$ cat src/rtl/rx_frame_ctrl.sv
// rx_frame_ctrl: frame-level controller behind the UART byte receiver.
//
// Takes the receiver's one-cycle byte strobes and hunts for SYNC_BYTE. It then
// parses a frame of the form SYNC, LEN, LEN payload bytes, CSUM into a local
// buffer, where CSUM = (LEN + sum of payload) mod 256. When the checksum
// matches, the payload drains to the consumer over a valid/ready stream.
//
// Optional feature (compile-time macro RX_FRAME_TIMEOUT_EN):
//   defined     - an idle counter aborts a frame that stalls for TIMEOUT_CLKS
//                 clocks between bytes, reporting err_code=3.
//   not defined - no counter; a stalled frame waits indefinitely.
//
// Ports:
//   clk        in   system clock, rising edge
//   rst_n      in   asynchronous active-low reset
//   rx_data    in   [7:0] received byte, qualified by rx_valid
//   rx_valid   in   one-cycle strobe per received byte
//   out_data   out  [7:0] payload byte (0 when not draining)
//   out_valid  out  payload byte available
//   out_last   out  final payload byte of the frame
//   out_ready  in   consumer accepts byte when high with out_valid
//   frame_err  out  one-cycle error pulse
//   err_code   out  [1:0] 1=bad length, 2=bad checksum, 3=timeout; held until next error
//   drop_cnt   out  [7:0] bytes dropped while draining, saturating at 255
module rx_frame_ctrl #(
    parameter logic [7:0]  SYNC_BYTE    = 8'hA5,
    parameter int unsigned MAX_LEN      = 16,
    parameter int unsigned TIMEOUT_CLKS = 20000
) (
    input  logic       clk,
    input  logic       rst_n,
    input  logic [7:0] rx_data,
    input  logic       rx_valid,
    output logic [7:0] out_data,
    output logic       out_valid,
    output logic       out_last,
    input  logic       out_ready,
    output logic       frame_err,
    output logic [1:0] err_code,
    output logic [7:0] drop_cnt
);

    localparam int unsigned IdxW    = (MAX_LEN > 1) ? $clog2(MAX_LEN) : 1;
    localparam logic [7:0]  MaxLenB = 8'(MAX_LEN);

    localparam logic [1:0] ErrLen  = 2'd1;
    localparam logic [1:0] ErrCsum = 2'd2;
`ifdef RX_FRAME_TIMEOUT_EN
    localparam logic [1:0] ErrTmo  = 2'd3;
    localparam int unsigned TmoW   = $clog2(TIMEOUT_CLKS + 1);
`endif

    // Elaboration-time guard on the parameter ranges the datapath relies on.
    if (MAX_LEN < 1 || MAX_LEN > 255 || TIMEOUT_CLKS < 2) begin : g_bad_params
        $error("rx_frame_ctrl: MAX_LEN must be 1..255 and TIMEOUT_CLKS >= 2");
    end

    typedef enum logic [2:0] {
        StHunt,
        StLen,
        StPayload,
        StCsum,
        StDrain
    } state_e;

    state_e     state_q, state_d;
    logic [7:0] len_q, len_d;
    logic [7:0] sum_q, sum_d;
    logic [7:0] wr_idx_q, wr_idx_d;
    logic [7:0] rd_idx_q, rd_idx_d;
    logic       frame_err_q, frame_err_d;
    logic [1:0] err_code_q, err_code_d;
    logic [7:0] drop_cnt_q, drop_cnt_d;
    logic       buf_we;
    logic [7:0] buf_q [MAX_LEN];

`ifdef RX_FRAME_TIMEOUT_EN
    logic [TmoW-1:0] idle_q, idle_d;
`endif

    logic [IdxW-1:0] wr_ptr;
    logic [IdxW-1:0] rd_ptr;
    logic            draining;
    logic            last_byte;

    // Indices never exceed len-1 <= MAX_LEN-1, so the low bits address the buffer.
    assign wr_ptr    = wr_idx_q[IdxW-1:0];
    assign rd_ptr    = rd_idx_q[IdxW-1:0];
    assign draining  = (state_q == StDrain);
    assign last_byte = (rd_idx_q == (len_q - 8'd1));

    // Stream outputs come only from registers; out_ready never reaches them.
    assign out_valid = draining;
    assign out_data  = draining ? buf_q[rd_ptr] : 8'h00;
    assign out_last  = draining && last_byte;
    assign frame_err = frame_err_q;
    assign err_code  = err_code_q;
    assign drop_cnt  = drop_cnt_q;

    always_comb begin
        state_d     = state_q;
        len_d       = len_q;
        sum_d       = sum_q;
        wr_idx_d    = wr_idx_q;
        rd_idx_d    = rd_idx_q;
        frame_err_d = 1'b0;
        err_code_d  = err_code_q;
        drop_cnt_d  = drop_cnt_q;
        buf_we      = 1'b0;
`ifdef RX_FRAME_TIMEOUT_EN
        idle_d      = '0;
`endif

        unique case (state_q)
            StHunt: begin
                if (rx_valid && (rx_data == SYNC_BYTE)) begin
                    state_d = StLen;
                end
            end

            StLen: begin
                if (rx_valid) begin
                    if ((rx_data == 8'd0) || (rx_data > MaxLenB)) begin
                        frame_err_d = 1'b1;
                        err_code_d  = ErrLen;
                        state_d     = StHunt;
                    end else begin
                        len_d    = rx_data;
                        sum_d    = rx_data;
                        wr_idx_d = 8'd0;
                        state_d  = StPayload;
                    end
                end
            end

            StPayload: begin
                if (rx_valid) begin
                    buf_we   = 1'b1;
                    sum_d    = sum_q + rx_data;
                    wr_idx_d = wr_idx_q + 8'd1;
                    if (wr_idx_q == (len_q - 8'd1)) begin
                        state_d = StCsum;
                    end
                end
            end

            StCsum: begin
                if (rx_valid) begin
                    if (rx_data == sum_q) begin
                        rd_idx_d = 8'd0;
                        state_d  = StDrain;
                    end else begin
                        frame_err_d = 1'b1;
                        err_code_d  = ErrCsum;
                        state_d     = StHunt;
                    end
                end
            end

            StDrain: begin
                // Bytes arriving while draining are lost; no sync detection here.
                if (rx_valid && (drop_cnt_q != 8'hFF)) begin
                    drop_cnt_d = drop_cnt_q + 8'd1;
                end
                if (out_ready) begin
                    rd_idx_d = rd_idx_q + 8'd1;
                    if (last_byte) begin
                        state_d = StHunt;
                    end
                end
            end

            default: begin
                state_d = StHunt;
            end
        endcase

`ifdef RX_FRAME_TIMEOUT_EN
        // A received byte wins over expiry in the same cycle.
        if ((state_q == StLen) || (state_q == StPayload) || (state_q == StCsum)) begin
            if (rx_valid) begin
                idle_d = '0;
            end else if (idle_q == TmoW'(TIMEOUT_CLKS - 1)) begin
                frame_err_d = 1'b1;
                err_code_d  = ErrTmo;
                state_d     = StHunt;
                idle_d      = '0;
            end else begin
                idle_d = idle_q + TmoW'(1);
            end
        end
`endif
    end

    always_ff @(posedge clk or negedge rst_n) begin
        if (!rst_n) begin
            state_q     <= StHunt;
            len_q       <= 8'd0;
            sum_q       <= 8'd0;
            wr_idx_q    <= 8'd0;
            rd_idx_q    <= 8'd0;
            frame_err_q <= 1'b0;
            err_code_q  <= 2'd0;
            drop_cnt_q  <= 8'd0;
        end else begin
            state_q     <= state_d;
            len_q       <= len_d;
            sum_q       <= sum_d;
            wr_idx_q    <= wr_idx_d;
            rd_idx_q    <= rd_idx_d;
            frame_err_q <= frame_err_d;
            err_code_q  <= err_code_d;
            drop_cnt_q  <= drop_cnt_d;
        end
    end

`ifdef RX_FRAME_TIMEOUT_EN
    always_ff @(posedge clk or negedge rst_n) begin
        if (!rst_n) begin
            idle_q <= '0;
        end else begin
            idle_q <= idle_d;
        end
    end
`endif

    // Payload storage carries no reset; it is only read after being written.
    always_ff @(posedge clk) begin
        if (buf_we) begin
            buf_q[wr_ptr] <= rx_data;
        end
    end

endmodule

$ cat config.mk
export PLATFORM = sky130hd
export DESIGN_NAME = rx_frame_ctrl
export DESIGN_NICKNAME = d
export VERILOG_FILES = /design/src/rtl/rx_frame_ctrl.sv
export SDC_FILE = /design/constraint.sdc
export NUM_CORES = 1
export LEC_CHECK = 0
export ABC_CLOCK_PERIOD_IN_PS = 3600
export CELL_PAD_IN_SITES_DETAIL_PLACEMENT = 2
export CELL_PAD_IN_SITES_GLOBAL_PLACEMENT = 2
export CORE_AREA = 8 8 198 181
export CTS_BUF_LIST = sky130_fd_sc_hd__clkbuf_4 sky130_fd_sc_hd__clkbuf_8
export DETAILED_ROUTE_END_ITERATION = 16
export DIE_AREA = 0 0 206 189
export HOLD_SLACK_MARGIN = 0.12
export PLACE_DENSITY = 0.55
export SYNTH_ARGS = -nofsm -noshare
export SYNTH_HDL_FRONTEND = slang
export SYNTH_SLANG_ARGS = --single-unit
$ cat constraint.sdc
create_clock -name clk -period 3.6 [get_ports clk]
set_input_delay 0.36 -clock clk [delete_from_list [all_inputs] [get_ports clk]]
set_output_delay 0.36 -clock clk [all_outputs]
set_load 0.02 [all_outputs]
==> flow_summary.toml <==
[sta]
whs_ns = 0.469
clock.fmax_mhz = 298
slew_violations = 0
final-hold-violation-count = 0
relSlewSlack_pct = 42.8
setup_viol = 0
layout_min_cycle_time_ns = 3.36
post-route-period-util_pct = 93.4
worstMarginPinSlew_ns = 0.855
finClkSkew_ns = 0.0218

[global_routing]
grt_pass1_wl_um = 33900
grt_pass1_vias = 5272
gr-total-overflow = 0
grt.total_usage_pct = 11.7
grt_start_max_net_pins = 37
antenna_found_initial = 0

[cts]
cts_buffer_depth = 2
cts_tree = "done"
htree_levels = 4
cts_sinks = 174
clk_pin_slew_ns = 0.11
cts_root_buffer = "clkbuf_8"
cts_buffers = 17
insertion_delay_ns = 0.47

[layout]
seqCellArea_sq_um = 5000
drive_above_1_share_pct = 20.4
stdcell_area_sq_um = 9400
multi_input_area_sq_um = 2790
antenna_cells = 0
fillers = 3386
layout.nets = 612
synthToLayoutAreaGrowth_pct = 17.6
final_util_pct = 28.9

[placement]
finalWeightedCongestion = 0.705
dpl-instance-area_sq_um = 8900
hpwl_um = 15600
io_buffers = 32

[setup_path]
reg2reg_to = "buf_q[13][7]$_DFFE_PP_"
cp_top_family = "simple AND/OR/NAND/NOR gates"
critPathLaunchType = "flop"
cp.arrival_ns = 3.00
cp-end-kind = "primary output"
critPathMaxFanout = 5
crit_type = "flop to primary output"
critical-path-max-stage-delay_ns = 0.42
r2r_setup_slack_ns = 0.84
crit_slowest_cell = "dfrtp_2"
worstRegToRegCells = 4
path_cells = "inv_1, ha_1, or3b_2, o22ai_1, a2111oi_0, o311ai_1, nor4_2, and2_1, dlygate4sd2_1"
r2r-start = "state_q[2]$_DFFE_PN0P_"
crit_buf_inv = 2
crit_required_ns = 3.24

[synth]
synth_area_leaders = "edfxtp_1 48%, dfrtp_1 14%, mux4_2 11%"
ys_ff_latch = 174
netlist_area_sq_um = 7990
synth.yosys.warnings = 0
synth_seq_area_share_pct = 62.5
synth_cell_types = 60
syn_inst = 535
syn_nets = 562
synth_enable_flop_cells = 128
synth_top_flop_cell = "edfxtp_1"
ys_async_sr_fraction_pct = 26.4
synth_most_common_cell = "edfxtp_1"
yosys.area.top_type = "edfxtp_1"
synth_top_area_share_pct = 48.1
ys_top_cells_by_count = "128 x edfxtp_1, 46 x dfrtp_1, 40 x mux4_2"
syn_area_per_cell_sq_um = 14.9

[floorplanning]
fp.dieH_um = 189
die_width_um = 206
rows = 63
die_area_sq_um = 38900
pin_count = 33
initial_core_util_pct = 24.6
coreArea_sq_um = 32500

[detailed_routing]
drc = 0
vias = 4677
wl_um = 22000
drt-initial-drc-count = 286
wire_per_inst_um = 21.6
viasPerCell = 4.59
first_pass_iters = 4
drtAntennaViolNets = 0

[status]
status = "finished, final reports clean"

[run]
cap_violations = 0

[power_and_ir_drop]
p_total_mw = 5.29
vdd_ir_drop_max_v = 0.000270
p_per_area_nw_per_um2 = 563
p_leak_nw = 3.25

[min_path]
min_path_type = "input port to async pin"
==> state kept, by name (all words and copies together), names as in the netlist <==
name and cells:
rd_idx_q 8, state_q 3, sum_q 8, err_code 2
wr_idx_q 8, drop_cnt 8, frame_err 1, buf_q 128
len_q 8
==> power breakdown <==
group | switching (mW) | internal (mW) | leakage, nW
sequential | 0.192 | 2.37 | 1.75
combinational | 0.653 | 0.447 | 1.27
clock | 0.830 | 0.798 | 0.237
==> worst max-delay path by stage <==
stage,start,end,slack (ns),cells after the start
after floorplan,rd_idx_q[0]$_DFFE_PN0P_,out_data[0],1.16,5
after global placement,len_q[0]$_DFFE_PN0P_,out_last,0.38,8
after detailed placement,len_q[0]$_DFFE_PN0P_,out_last,0.37,9
after CTS,len_q[0]$_DFFE_PN0P_,out_last,0.06,9
after global routing,len_q[0]$_DFFE_PN0P_,out_last,-0.05,9
final,len_q[0]$_DFFE_PN0P_,out_last,0.24,9
==> final cells by class <==
type / instances / area share, %
Clock buffer: 17 / 2.49
Clock inverter: 15 / 2.58
Inverter: 18 / 0.719
Multi-Input combinational cell: 315 / 29.6
Sequential cell: 174 / 53.2
Tap cell: 422 / 5.62
Timing Repair Buffer: 59 / 5.79
==> cells by family (layout without fill, tap and decap cells) <==
group | after synthesis | after routing | synth area share, %
adder cells (fa/ha/maj) | 15 | 15 | 2.44
flip-flops | 174 | 174 | 62.5
buffers and inverters | 46 | 109 | 2.79
multiplexers | 50 | 50 | 12.6
XOR/XNOR | 41 | 41 | 4.49
AND/OR/NAND/NOR | 154 | 154 | 10.4
AO/OA/AOI/OAI | 55 | 55 | 4.71
==> stage by stage <==
| step | std cells | setup WS (ns) | setup TNS (ns) |
|---|---|---|---|
| finish | 1020 | 0.239 | 0 |
| global route | 1020 | -0.0486 | -0.0486 |
| CTS | 1020 | 0.0568 | 0 |
| detailed placement | 987 | 0.374 | 0 |
| global placement | 987 | 0.379 | 0 |
| floorplan | 535 | 1.16 | 0 |
==> layout by cell type, fill, tap and decap left out, drive strengths merged, types with 2 or more instances in the layout <==
| cell | synthesis | final |
|---|---|---|
| nor3 | 13 | 13 |
| xnor2 | 23 | 23 |
| edfxtp | 128 | 128 |
| nor4 | 7 | 7 |
| a211oi | 4 | 4 |
| and2 | 10 | 10 |
| o311ai | 4 | 4 |
| bufinv | 0 | 4 |
| o211ai | 3 | 3 |
| xor2 | 18 | 18 |
| nor2 | 35 | 35 |
| mux2 | 6 | 6 |
| a31oi | 2 | 2 |
| or3b | 2 | 2 |
| clkbuf | 16 | 17 |
| mux2i | 4 | 4 |
| nand2 | 37 | 37 |
| o31ai | 2 | 2 |
| o22ai | 3 | 3 |
| or3 | 6 | 6 |
| mux4 | 40 | 40 |
| nand2b | 4 | 4 |
| nand3b | 2 | 2 |
| a21oi | 11 | 11 |
| buf | 12 | 27 |
| clkdlybuf4s50 | 0 | 30 |
| inv | 18 | 26 |
| nand4 | 7 | 7 |
| nor4b | 2 | 2 |
| dfrtp | 46 | 46 |
| nor2b | 10 | 10 |
| o21ai | 14 | 14 |
| nand3 | 9 | 9 |
| ha | 14 | 14 |
| and3 | 5 | 5 |
| clkinv | 0 | 2 |
==> worst reg2reg max path, stage by stage (launching register included) <==
cell and delay (ns):
dfrtp_1 0.54, or3b_2 0.66, nor2_4 0.28, nand2_1 0.20, nor2_1 0.69
==> metal layers <==
metal	GRT usage [%]	vias to the layer above	wire, um
met4	3.30	0	285
met2	19.3	54	10800
met5	0	-	0
li1	-	2128	-
met1	15.6	2478	10400
met3	2.03	17	538
==> what timing repair did <==
action | CTS | global route
pin swaps | 1 | 0
hold endpoints to repair | 27 | 0
gates resized for setup | 1 | 4
hold buffers | 1 | 0
setup buffers | 0 | 0
endpoints found under the setup margin | 1 | 1
(Power assumes the default switching activity.)
